[config.mk]
export PLATFORM = sky130hd
export DESIGN_NAME = conv_ofmap_size_calc
export DESIGN_NICKNAME = d
export VERILOG_FILES = /design/src/rtl/conv_ofmap_size_calc_pkg.sv /design/src/rtl/conv_ofmap_num_chk.sv /design/src/rtl/conv_ofmap_size_calc.sv
export SDC_FILE = /design/constraint.sdc
export NUM_CORES = 1
export LEC_CHECK = 0
export BUFFER_PORTS_ARGS = -buffer_cell sky130_fd_sc_hd__buf_2
export CAP_MARGIN = 20
export CORE_MARGIN = 2
export CORE_UTILIZATION = 45
export DETAILED_ROUTE_END_ITERATION = 8
export PLACE_DENSITY_LB_ADDON = 0.1
export SYNTH_ARGS = -nofsm -noshare
export SYNTH_HDL_FRONTEND = slang
export SYNTH_SLANG_ARGS = --single-unit
[constraint.sdc]
create_clock -name aclk -period 5.6 [get_ports aclk]
set_input_delay 0.84 -clock aclk [delete_from_list [all_inputs] [get_ports aclk]]
set_output_delay 0.84 -clock aclk [all_outputs]
set_load 0.1 [all_outputs]
[src/rtl/conv_ofmap_size_calc_pkg.sv]
// conv_ofmap_size_calc_pkg: field widths, divider packing, latched config and FSM states
package conv_ofmap_size_calc_pkg;
  localparam int IMG_W = 16;
  localparam int PAD_W = 3;
  localparam int STR_W = 3;
  localparam int KER_W = 8;
  localparam int NUM_W = 18;
  localparam int DIV_W = 24;
  localparam int DIV_DIVISOR_LSB = 16;
  typedef enum logic [2:0] {IDLE, CHK, REQ_W, WAIT_W, REQ_H, WAIT_H, DONE} state_e;
  typedef struct packed {
    logic [IMG_W-1:0] ifmap_w;
    logic [IMG_W-1:0] ifmap_h;
    logic [PAD_W-1:0] pad_l;
    logic [PAD_W-1:0] pad_r;
    logic [PAD_W-1:0] pad_t;
    logic [PAD_W-1:0] pad_b;
    logic [KER_W-1:0] ext_kw;
    logic [KER_W-1:0] ext_kh;
    logic [STR_W-1:0] stride_h;
    logic [STR_W-1:0] stride_v;
  } cfg_t;
  function automatic logic [DIV_W-1:0] div_pack(input logic [STR_W-1:0] divisor, input logic [IMG_W-1:0] dividend);
    logic [DIV_W-1:0] d;
    d = '0;
    d[DIV_DIVISOR_LSB +: STR_W] = divisor;
    d[IMG_W-1:0] = dividend;
    return d;
  endfunction
endpackage

[src/rtl/conv_ofmap_num_chk.sv]
// conv_ofmap_num_chk: per-axis dividends of the output-size formula plus the illegal-config flag
//   cfg_i   latched layer configuration
//   num_w_o ifmap_w + pad_l + pad_r - ext_kw, 18-bit signed
//   num_h_o ifmap_h + pad_t + pad_b - ext_kh, 18-bit signed
//   err_o   a dividend outside 0..65535 or a zero stride
module conv_ofmap_num_chk
  import conv_ofmap_size_calc_pkg::*;
(
  input  cfg_t                    cfg_i,
  output logic signed [NUM_W-1:0] num_w_o,
  output logic signed [NUM_W-1:0] num_h_o,
  output logic                    err_o
);
  assign num_w_o = NUM_W'(cfg_i.ifmap_w) + NUM_W'(cfg_i.pad_l) + NUM_W'(cfg_i.pad_r) - NUM_W'(cfg_i.ext_kw);
  assign num_h_o = NUM_W'(cfg_i.ifmap_h) + NUM_W'(cfg_i.pad_t) + NUM_W'(cfg_i.pad_b) - NUM_W'(cfg_i.ext_kh);
  // bit 17 set means negative, bit 16 set (with 17 clear) means above 65535
  assign err_o = (|num_w_o[NUM_W-1:IMG_W]) | (|num_h_o[NUM_W-1:IMG_W]) | ~|cfg_i.stride_h | ~|cfg_i.stride_v;
endmodule

[src/rtl/conv_ofmap_size_calc.sv]
// conv_ofmap_size_calc: output feature-map width/height via two requests to a shared divider
//   aclk/aresetn/aclken             clock, async active-low reset, clock enable
//   cfg_*  / cfg_valid/cfg_ready    layer configuration handshake
//   m_div_axis_*                    divider request {5'b0, divisor, dividend}
//   s_div_axis_*                    divider result  {rsv, remainder, quotient}
//   res_ofmap_w/h, res_err, res_*   result handshake; sizes read 0 when res_err
module conv_ofmap_size_calc
  import conv_ofmap_size_calc_pkg::*;
#(
  parameter int SIM_DELAY = 1
) (
  input  logic             aclk,
  input  logic             aresetn,
  input  logic             aclken,
  input  logic [IMG_W-1:0] cfg_ifmap_w,
  input  logic [IMG_W-1:0] cfg_ifmap_h,
  input  logic [PAD_W-1:0] cfg_pad_l,
  input  logic [PAD_W-1:0] cfg_pad_r,
  input  logic [PAD_W-1:0] cfg_pad_t,
  input  logic [PAD_W-1:0] cfg_pad_b,
  input  logic [KER_W-1:0] cfg_ext_kw,
  input  logic [KER_W-1:0] cfg_ext_kh,
  input  logic [STR_W-1:0] cfg_stride_h,
  input  logic [STR_W-1:0] cfg_stride_v,
  input  logic             cfg_valid,
  output logic             cfg_ready,
  output logic [DIV_W-1:0] m_div_axis_data,
  output logic             m_div_axis_valid,
  input  logic             m_div_axis_ready,
  input  logic [DIV_W-1:0] s_div_axis_data,
  input  logic             s_div_axis_valid,
  output logic             s_div_axis_ready,
  output logic [IMG_W-1:0] res_ofmap_w,
  output logic [IMG_W-1:0] res_ofmap_h,
  output logic             res_err,
  output logic             res_valid,
  input  logic             res_ready
);
  state_e state_q, state_d;
  cfg_t cfg_q, cfg_d, cfg_in;
  logic [DIV_W-1:0] div_data_q, div_data_d;
  logic [IMG_W-1:0] res_w_q, res_w_d, res_h_q, res_h_d;
  logic err_q, err_d;
  logic signed [NUM_W-1:0] num_w, num_h;
  logic chk_err;
  logic [IMG_W:0] quot_inc;
  logic unused_sink;
  conv_ofmap_num_chk u_num_chk (
    .cfg_i   (cfg_q),
    .num_w_o (num_w),
    .num_h_o (num_h),
    .err_o   (chk_err)
  );
  assign cfg_in = {cfg_ifmap_w, cfg_ifmap_h, cfg_pad_l, cfg_pad_r, cfg_pad_t, cfg_pad_b,
                   cfg_ext_kw, cfg_ext_kh, cfg_stride_h, cfg_stride_v};
  assign cfg_ready        = aclken & (state_q == IDLE);
  assign m_div_axis_valid = aclken & ((state_q == REQ_W) | (state_q == REQ_H));
  assign s_div_axis_ready = aclken & ((state_q == WAIT_W) | (state_q == WAIT_H));
  assign res_valid        = aclken & (state_q == DONE);
  assign m_div_axis_data  = div_data_q;
  assign res_err          = err_q;
  assign res_ofmap_w      = err_q ? '0 : res_w_q;
  assign res_ofmap_h      = err_q ? '0 : res_h_q;
  // 17-bit sum so a quotient of 65535 turns into an overflow error instead of wrapping
  assign quot_inc = {1'b0, s_div_axis_data[IMG_W-1:0]} + (IMG_W+1)'(1);
  // remainder/reserved bits and the dividends' range bits are intentionally unused here;
  // SIM_DELAY is an interface-compatibility parameter, the RTL carries no delays
  assign unused_sink = ^{s_div_axis_data[DIV_W-1:IMG_W], num_w[NUM_W-1:IMG_W], num_h[NUM_W-1:IMG_W], SIM_DELAY[0]};
  always_comb begin
    state_d    = state_q;
    cfg_d      = cfg_q;
    div_data_d = div_data_q;
    res_w_d    = res_w_q;
    res_h_d    = res_h_q;
    err_d      = err_q;
    case (state_q)
      IDLE: if (cfg_valid && cfg_ready) begin
        cfg_d   = cfg_in;
        res_w_d = '0;
        res_h_d = '0;
        err_d   = 1'b0;
        state_d = CHK;
      end
      CHK: begin
        err_d      = chk_err;
        div_data_d = chk_err ? div_data_q : div_pack(cfg_q.stride_h, num_w[IMG_W-1:0]);
        state_d    = chk_err ? DONE : REQ_W;
      end
      REQ_W: state_d = (m_div_axis_valid && m_div_axis_ready) ? WAIT_W : REQ_W;
      WAIT_W: if (s_div_axis_valid && s_div_axis_ready) begin
        res_w_d    = quot_inc[IMG_W-1:0];
        err_d      = err_q | quot_inc[IMG_W];
        div_data_d = div_pack(cfg_q.stride_v, num_h[IMG_W-1:0]);
        state_d    = REQ_H;
      end
      REQ_H: state_d = (m_div_axis_valid && m_div_axis_ready) ? WAIT_H : REQ_H;
      WAIT_H: if (s_div_axis_valid && s_div_axis_ready) begin
        res_h_d = quot_inc[IMG_W-1:0];
        err_d   = err_q | quot_inc[IMG_W];
        state_d = DONE;
      end
      DONE: state_d = (res_valid && res_ready) ? IDLE : DONE;
      default: state_d = IDLE;
    endcase
  end
  always_ff @(posedge aclk or negedge aresetn)
    if (!aresetn) begin
      state_q    <= IDLE;
      cfg_q      <= '0;
      div_data_q <= '0;
      res_w_q    <= '0;
      res_h_q    <= '0;
      err_q      <= 1'b0;
    end else if (aclken) begin
      state_q    <= state_d;
      cfg_q      <= cfg_d;
      div_data_q <= div_data_d;
      res_w_q    <= res_w_d;
      res_h_q    <= res_h_d;
      err_q      <= err_d;
    end
endmodule
==> metrics.md <==
| Metric | Value |
|---|---|
| Die Area | `19,400 um2` |
| Headroom to the max-slew limit | `0.393` |
| Total CTS buffers | `17` |
| WHS Path Cells | `2` |
| Reg clk slew, reported paths | `60 ps` |
| Worst slew pin tran | `slightly above 900 ps` |
| DRC violations left | `0` |
| Initial Util | `0.459` |
| R2R depth | `19` |
| Crit. End Element | `register` |
| Largest net degree at the start of global routing | `70` |
| Drt first pass iters | `5` |
| Ant. Diodes | `0` |
| Area delta synth->final | `18.6%` |
| Synth area leader | `dfrtp_1` |
| Status | `completed` |
| Crit Path Max Fanout | `19` |
| Initial DRC Count | `312` |
| PnR worst setup slack | `roughly 450 ps` |
| Top area cells in the synthesized netlist | `dfrtp_1 (37%), mux2_2 (9.6%), ha_1 (7.7%)` |
| Post-DP HPWL | `roughly 14,000 um` |
| Post-synthesis sequential area ratio | `0.367` |
| Die Ht | `139 um` |
| Setup Slack @ Placement | `552 ps` |
| Die Width | `approximately 140 um` |
| Hold endpoint | `res_h_q[14]$_DFFE_PN0P_` |
| RSZ-0062 raised after global routing | `false` |
| Routed vias | `6,403` |
| CP required | `slightly below 6000 ps` |
| Number of global-route vias before repair | `about 6.3k` |
| RR Startpoint | `cfg_q[50]$_DFFE_PN0P_` |
| Core area | `18,000 um2` |
| Min-Delay Path Class | `reg2reg` |
| WL final | `18,800 um` |
| Final Hold Viols | `0` |
| Mapped Cells | `approximately 860` |
| Clock Path Buffers | `2` |
| Average size of a mapped cell | `9.61 um2` |
| Endpoints failing setup | `0` |
| Ports | `158` |
| Syn. warnings | `0` |
| Max_cap viols | `0` |
| Vias/cell | `5.18` |
| Achievable frequency | `194 MHz` |
| Critical path type | `reg2reg` |
| Synth cell types | `64` |
| Hold buffers post-CTS | `0` |
| Synth Flop Type | `dfrtp_1` |
| First-pass GRT wire length | `31,200 um` |
| Hold Crit Start | `res_h_q[14]$_DFFE_PN0P_` |
| Period utilization | `0.920` |
| Resized cells post-CTS | `0` |
| Final max-slew violation count | `0` |
| Share of cells above drive strength 1 | `0.273` |
| Root Driver | `clkbuf_16` |
| Post-CTS Setup Bufs | `0` |
| Critical Path AT | `5460 ps` |
| Rows | `49` |
| Async SR Flop Fraction | `1.00` |
| NumNets Final | `1,149` |
| CTS tree | `built` |
| DR WL/cell | `15.2 um` |
| R2R setup slack | `450 ps` |
| Post-Syn Area | `8250 um2` |
| Final TNS setup | `0 ps` |
| Port Buf Inserts | `144` |
| Grt ovf | `0` |
| Critical Path Source Type | `register` |
| Htree depth | `4` |
| Total global-route track usage | `0.197` |
| Worst skew pair latency | `430 ps` |
| Reg-to-reg endpoint | `m_div_axis_data[7]$_DFFE_PN0P_` |
| Antenna Violating Nets Remaining | `0` |
| Routability cong. | `0.837` |
| CTS sink count | `121` |
| Post-synth EDFFs | `0` |
| Initial antenna violation count | `0` |
| Synth Register Bits | `121` |
| Skew final | `roughly 8.5 ps` |
| Top cell type's share of synthesized area | `0.367` |
| Post-layout min period | `5150 ps` |
==> logic make-up (layout without fill, tap and decap cells) <==
group,Yosys count,count (layout),share of synthesized area
simple gates,255,255,0.160
compound gates,167,167,0.124
other cells,1,5,0.000455
flops,121,121,0.367
xor+xnor,67,67,0.0711
buf+inv,92,236,0.0461
fa+ha+maj,60,60,0.0980
mux,95,95,0.133
==> critical path, cell delays in order, from the launching register on <==
cell and delay (ps):
dfrtp_1 350, ha_1 170, inv_1 60, fa_1 420, nor2b_1 260, o21a_1 210, nand2_1 80, xnor2_1 200
ha_1 270, ha_1 370, a21oi_1 170, o21ai_1 90, or4_1 470, o22a_1 300, o211ai_1 200, or4b_1 470
nor3_1 240, a21boi_2 80, buf_4 250, mux2_1 340
==> Yosys cell counts, types with 2 or more instances <==
master,count
a211oi_1,4
a21o_1,13
a21oi_1,48
a31oi_1,8
and2_1,7
and3_1,13
and4_1,4
buf_4,5
buf_6,2
clkbuf_1,29
dfrtp_1,121
fa_1,8
ha_1,51
inv_1,55
mux2_1,9
mux2_2,70
mux2_4,9
mux2i_1,7
nand2_1,81
nand2b_1,8
nand3_1,21
nand3b_1,4
nand4_1,11
nor2_1,33
nor2b_1,36
nor3_1,13
nor3b_1,3
o2111ai_1,4
o211ai_1,5
o21a_1,5
o21ai_0,54
o21ai_1,2
o21bai_1,5
o22a_1,3
o31a_1,2
o31ai_1,2
or2_2,4
or3_1,5
or3b_2,2
or4_1,3
xnor2_1,35
xor2_1,32
==> cell type report <==
type | count | area, um2
multi-input combinational | 649 | 4860
clock buffer | 18 | 439
clock inverter | 14 | 196
tap | 229 | 287
inverter | 55 | 206
sequential | 121 | 3030
timing repair buffer | 149 | 761
fill | 1700 | 8190
==> worst max path at each step <==
stage,startpoint,endpoint,slack [ps],cells after the start
floorplan,cfg_q[31]$_DFFE_PN0P_,m_div_axis_data[10]$_DFFE_PN0P_,1030,20
global placement,cfg_q[31]$_DFFE_PN0P_,m_div_axis_data[1]$_DFFE_PN0P_,550,19
detailed placement,cfg_q[31]$_DFFE_PN0P_,m_div_axis_data[3]$_DFFE_PN0P_,550,19
CTS,cfg_q[50]$_DFFE_PN0P_,m_div_axis_data[7]$_DFFE_PN0P_,510,19
global route,cfg_q[31]$_DFFE_PN0P_,m_div_axis_data[7]$_DFFE_PN0P_,250,19
finish,cfg_q[50]$_DFFE_PN0P_,m_div_axis_data[7]$_DFFE_PN0P_,450,19
==> registers in the layout, indices dropped and copies added, names as in the netlist <==
| name | count |
|---|---|
| m_div_axis_data | 19 |
| res_err | 1 |
| cfg_q | 66 |
| res_h_q | 16 |
| res_w_q | 16 |
| state_q | 3 |
==> metrics by stage <==
step                      hold WS, ps  instance area [um2]  cells  utilization
after floorplan                   442                 8260    862            -
after global placement            453                 9140   1203        0.509
after detailed placement          462                 9140   1203        0.509
after CTS                         475                 9780   1235        0.544
after global routing              487                 9780   1235        0.544
final                             469                 9780   1235        0.544
==> layout by cell type, fill, tap and decap left out, types with 7 or more instances in the layout <==
cell       count
a31oi_1        8
a21o_1        13
nand4_1       11
and2_1         7
nand2b_1       8
nor2b_1       36
clkbuf_16     17
ha_1          51
a21oi_1       48
buf_2        143
mux2_4         9
nand3_1       21
xor2_1        32
dfrtp_1      121
mux2i_1        7
o21ai_0       54
fa_1           8
mux2_1         9
mux2_2        70
inv_1         55
xnor2_1       35
and3_1        13
nor2_1        33
nand2_1       80
nor3_1        13
==> routing by layer <==
layer / GRT usage / part of all wire
met5: 0 / 0
met4: 0.0537 / 0.0072
met3: 0.0444 / 0.042
met2: 0.319 / 0.47
met1: 0.267 / 0.48
Power is left out: the tool's default activity adds up to more than one toggle a clock period on the data nets, which glitch-free logic cannot reach.
